File: src/rtl/dff_bank_pipe.sv
// rtl/dff_bank_pipe.sv - multi-channel masked-update register bank with change detect
// and a free-running delay line that carries both value and change pulse.
module dff_bank_pipe #(
  parameter int              WIDTH     = 8,
  parameter int              CHANNELS  = 4,
  parameter int              DEPTH     = 2,
  parameter logic [WIDTH-1:0] RESET_VAL = '0
) (
  input  logic                        clk,
  input  logic                        reset,
  input  logic                        sclr,
  input  logic [CHANNELS-1:0]         en,
  input  logic [2*CHANNELS-1:0]       mode,
  input  logic [WIDTH*CHANNELS-1:0]   d,
  output logic [WIDTH*CHANNELS-1:0]   q,
  output logic [CHANNELS-1:0]         chg,
  output logic [WIDTH*CHANNELS-1:0]   q_dly,
  output logic [CHANNELS-1:0]         chg_dly
);

  localparam logic [1:0] MODE_LOAD = 2'b00;
  localparam logic [1:0] MODE_TOGL = 2'b01;
  localparam logic [1:0] MODE_SET  = 2'b10;
  localparam logic [1:0] MODE_CLR  = 2'b11;

  logic [WIDTH*CHANNELS-1:0] q_next;
  logic [CHANNELS-1:0]       chg_next;

  genvar i;
  for (i = 0; i < CHANNELS; i++) begin : g_ch
    logic [WIDTH-1:0] q_cur;
    logic [WIDTH-1:0] d_cur;
    logic [WIDTH-1:0] nq;

    assign q_cur = q[WIDTH*i +: WIDTH];
    assign d_cur = d[WIDTH*i +: WIDTH];

    // sclr wins over en; a disabled channel never looks at d
    always_comb begin
      nq = q_cur;
      if (sclr) begin
        nq = RESET_VAL;
      end else if (en[i]) begin
        case (mode[2*i +: 2])
          MODE_LOAD: nq = d_cur;
          MODE_TOGL: nq = q_cur ^ d_cur;
          MODE_SET:  nq = q_cur | d_cur;
          MODE_CLR:  nq = q_cur & ~d_cur;
          default:   nq = q_cur;
        endcase
      end
    end

    assign q_next[WIDTH*i +: WIDTH] = nq;
    assign chg_next[i]              = (nq != q_cur);
  end

  always_ff @(posedge clk or posedge reset) begin
    if (reset) begin
      q   <= {CHANNELS{RESET_VAL}};
      chg <= '0;
    end else begin
      q   <= q_next;
      chg <= chg_next;
    end
  end

  if (DEPTH > 0) begin : g_dly
    logic [WIDTH*CHANNELS-1:0] q_pipe   [DEPTH];
    logic [CHANNELS-1:0]       chg_pipe [DEPTH];

    // sclr deliberately not applied here so the clear propagates like any other value
    always_ff @(posedge clk or posedge reset) begin
      if (reset) begin
        for (int k = 0; k < DEPTH; k++) begin
          q_pipe[k]   <= {CHANNELS{RESET_VAL}};
          chg_pipe[k] <= '0;
        end
      end else begin
        q_pipe[0]   <= q;
        chg_pipe[0] <= chg;
        for (int k = 1; k < DEPTH; k++) begin
          q_pipe[k]   <= q_pipe[k-1];
          chg_pipe[k] <= chg_pipe[k-1];
        end
      end
    end

    assign q_dly   = q_pipe[DEPTH-1];
    assign chg_dly = chg_pipe[DEPTH-1];
  end else begin : g_nodly
    assign q_dly   = q;
    assign chg_dly = chg;
  end

endmodule
File: config.mk
export PLATFORM = sky130hd
export DESIGN_NAME = dff_bank_pipe
export DESIGN_NICKNAME = d
export VERILOG_FILES = /design/src/rtl/dff_bank_pipe.sv
export SDC_FILE = /design/constraint.sdc
export NUM_CORES = 1
export LEC_CHECK = 0
export BUFFER_PORTS_ARGS = -buffer_cell sky130_fd_sc_hd__buf_4
export CORE_AREA = 2 2 114 227
export DETAILED_ROUTE_END_ITERATION = 10
export DIE_AREA = 0 0 116 229
export GPL_TIMING_DRIVEN = 0
export SLEW_MARGIN = 10
export SYNTH_ARGS = -nofsm -noshare
export SYNTH_HDL_FRONTEND = slang
export SYNTH_SLANG_ARGS = --single-unit
File: constraint.sdc
create_clock -name clk -period 5.7 [get_ports clk]
set_clock_uncertainty 0.2 [all_clocks]
set_input_delay 0.285 -clock clk [delete_from_list [all_inputs] [get_ports clk]]
set_output_delay 0.285 -clock clk [all_outputs]
set_load 0.02 [all_outputs]
==> impl_metrics.csv <==
group,metric,value,unit
synth,syn_nets,696,
detailed_routing,ant_nets,0,
pwr,netSwitchingPower,0.000620,W
sta,max_slew_margin,54.2,%
sta,hold_viol,0,
setup_path,cp-startpoint,"q[22]",
layout,postLayoutCellArea,7760,µm²
place,dp.cells,1038,
pwr,clockPowerShare,31.9,%
grt,grt_overflow,0,
detailed_routing,wl,14.8,mm
place,place_area,7450,µm²
layout,seqCellArea,2700,µm²
place,port_buffers,116,
sta,fmax,378,MHz
setup_path,cp_data_arrival_time,2.65,ns
setup_path,crit_end,"chg[2]",
synth,syn-instance-count,585,
layout,area_growth,26.7,%
sta,fin_crit,2.65,ns
synth,synth-seq-area-share,44.1,%
clock_tree,ctsResizeCount,0,
pwr,ir_drop,0.122,mV
setup_path,cp-end-kind,"register",
pwr,intPower,0.00136,W
die,die_x,116,µm
grt,grt_pass1_vias,4867,
setup_path,path_max_fanout,7,
sta,setup_viol,0,
die,dieArea,26600,µm²
pwr,p_seq_share,44.7,%
die,fp-row-count,82,
grt,grt_max_degree,83,
sta,fin_crit_sh,46.4,%
setup_path,cp.required,5.71,ns
detailed_routing,vias_per_cell,4.44,
clock_tree,cts_max_level,3,
detailed_routing,first_iter_violations,306,
synth,yosys.area.top_type,"dfrtp_1",
place,gp_congestion,0.849,
setup_path,rr_startpoint,"q[22]",
detailed_routing,vias,4683,
synth,synthFlopType,"dfrtp_1",
synth,netlist_top_cells_area,"dfrtp_1 44%, ha_1 13%, inv_1 5.5%",
detailed_routing,drc,0,
setup_path,crit_type,"register to register",
layout,drive_above_1_share,29.8,%
grt,track_usage,11.7,%
synth,synth_top_area_share,44.1,%
clock_tree,clock_latency,0.36,ns
layout,fillers,2588,
setup_path,reg2reg_depth,7,
clock_tree,cts_num_sinks,108,
synth,synth_cell_types,52,
detailed_routing,routedWlPerCell,14.0,µm
min_path,hold_start,"en[2]",
clock_tree,post_cts_buffers,0,
grt,grt_pass1_wl,24.6,mm
synth,synth_common_cells,"108 x dfrtp_1, 89 x inv_1, 64 x ha_1",
min_path,holdPathStages,3,
place,place_hpwl,10.9,mm
run_status,status,"complete, no violations",
synth,synth_warnings,0,
layout,utilization,31.3,%
layout,diodes,0,
synth,synth_edf_count,0,
layout,layoutNonFillerInstCount,1055,
pwr,cellLeakagePower,3.84,nW
detailed_routing,drtPass1Iterations,5,
sta,fin_tns_setup,0,ns
synth,synth_area,6120,µm²
setup_path,r2r-end,"chg[2]",
synth,synth_most_common_cell,"dfrtp_1",
sta,slew_violations,0,
clock_tree,clk_path_buf_depth,2,
clock_tree,clockRootBuffer,"clkbuf_16",
run,maxCapViolCount,0,
synth,synth_seq_cells,108,
min_path,hp-class,"input pin to register",
sta,rsz0062_at_grt,"false",
layout,multi_input_area,2680,µm²
layout,nets,825,
synth,syn_avg_cell_area,10.5,µm²
die,ios,119,
clock_tree,path_clk_slew,0.07,ns
pwr,power.density,255,nW/µm²
grt,grt_antenna_before_repair,0,
pwr,finalPower,0.00198,W
setup_path,cp-start-kind,"register",
die,start_util,24.7,%
pwr,p_comb_share,23.4,%
pwr,netSwitchingFraction,31.4,%
clock_tree,cts_tree,"done",
clock_tree,numCtsBuffers,9,
synth,async_reset_ff_share,100,%
setup_path,r2r_slack,3.05,ns
die,core_area,24800,µm²
sta,timing_worst_slew_pin_value,0.687,ns
die,die_h,229,µm
-- critical path, cell delays in order (launching register included) --
cell	delay, ns
dfrtp_1	0.49
inv_1	0.10
ha_1	0.28
mux4_2	0.48
mux2_4	0.32
a211o_1	0.27
nor3_1	0.19
o221ai_1	0.16
-- worst min path at each step --
stage | endpoint | slack, ns
after floorplan | chg_dly[0] | 0.13
after global placement | q_dly[12] | 0.13
after detailed placement | q_dly[14] | 0.07
after CTS | q[16] | 0.02
after global routing | q[16] | 0.04
final | q[16] | 0.03
-- power groups by stage --
stage                     combinational (W)  sequential, W  clock (W)
final                              0.000462       0.000884   0.000631
after global routing               0.000515       0.000896   0.000677
after CTS                          0.000466       0.000885   0.000649
after detailed placement           0.000463       0.000900          0
after global placement             0.000447       0.000899          0
after floorplan                    0.000276       0.000907          0
-- state kept, by name, indices dropped and copies added (netlist names) --
name and flops:
chg_dly 4, chg 4, q 32, g_dly.chg_pipe 4
g_dly.q_pipe 32, q_dly 32
-- cell type report --
cell class                      count  area share, %
Buffer                             60           5.11
Clock buffer                        9           2.90
Clock inverter                      7           1.02
Inverter                           91           4.46
Multi-Input combinational cell    326           34.6
Sequential cell                   108           34.8
Tap cell                          336           5.42
Timing Repair Buffer              118           11.7
-- per-layer routing --
layer	routed length (µm)	vias up	part of all wire (%)	GRT usage, %
met5	0	-	0	0
met2	6870	195	47	18.4
li1	-	2242	-	-
met4	216	0	1.5	3.79
met1	6670	2231	45	15.6
met3	1010	15	6.8	2.75
-- metrics by stage --
| stage | setup WS [ns] | hold WS, ns |
|---|---|---|
| 6_report | 3.05 | 0.0272 |
| 5_1_grt | 2.87 | 0.0410 |
| 4_1_cts | 3.06 | 0.0236 |
| 3_5_place_dp | 3.09 | 0.0665 |
| 3_3_place_gp | 1.15 | 0.132 |
| 2_1_floorplan | 2.37 | 0.131 |
-- cell families after synthesis --
| logic type | synth area share [%] |
|---|---|
| buf+inv | 12.1 |
| compound gates | 12.9 |
| flops | 44.1 |
| simple gates | 7.09 |
| fa+ha+maj | 13.1 |
| mux | 10.8 |
-- repair_timing --
| item | CTS | global route |
|---|---|---|
| endpoints found under the hold margin | 26 | 0 |
| hold buffers | 1 | 0 |
| setup endpoints to repair | 0 | 0 |
-- placed cells by master (no fill, tap or decap), drive strengths merged, types with 2 or more instances in the layout --
cell        n
buf       170
dfrtp     108
inv        93
ha         64
nor2       50
nand2      28
a211oi     28
o21ai      19
mux2       19
a21oi      16
clkbuf     16
mux2i      15
mux4       13
o22ai       7
nor3        6
o211ai      5
nor4        5
nand4       5
o41ai       4
a22o        3
a31oi       3
nand3       3
o221ai      3
a22oi       3
o311ai      3
clkinv      3
o21a        2
o32ai       2
a221o       2
a2111oi     2
clkinvlp    2
No activity file was read; power rests on OpenSTA's default activity.
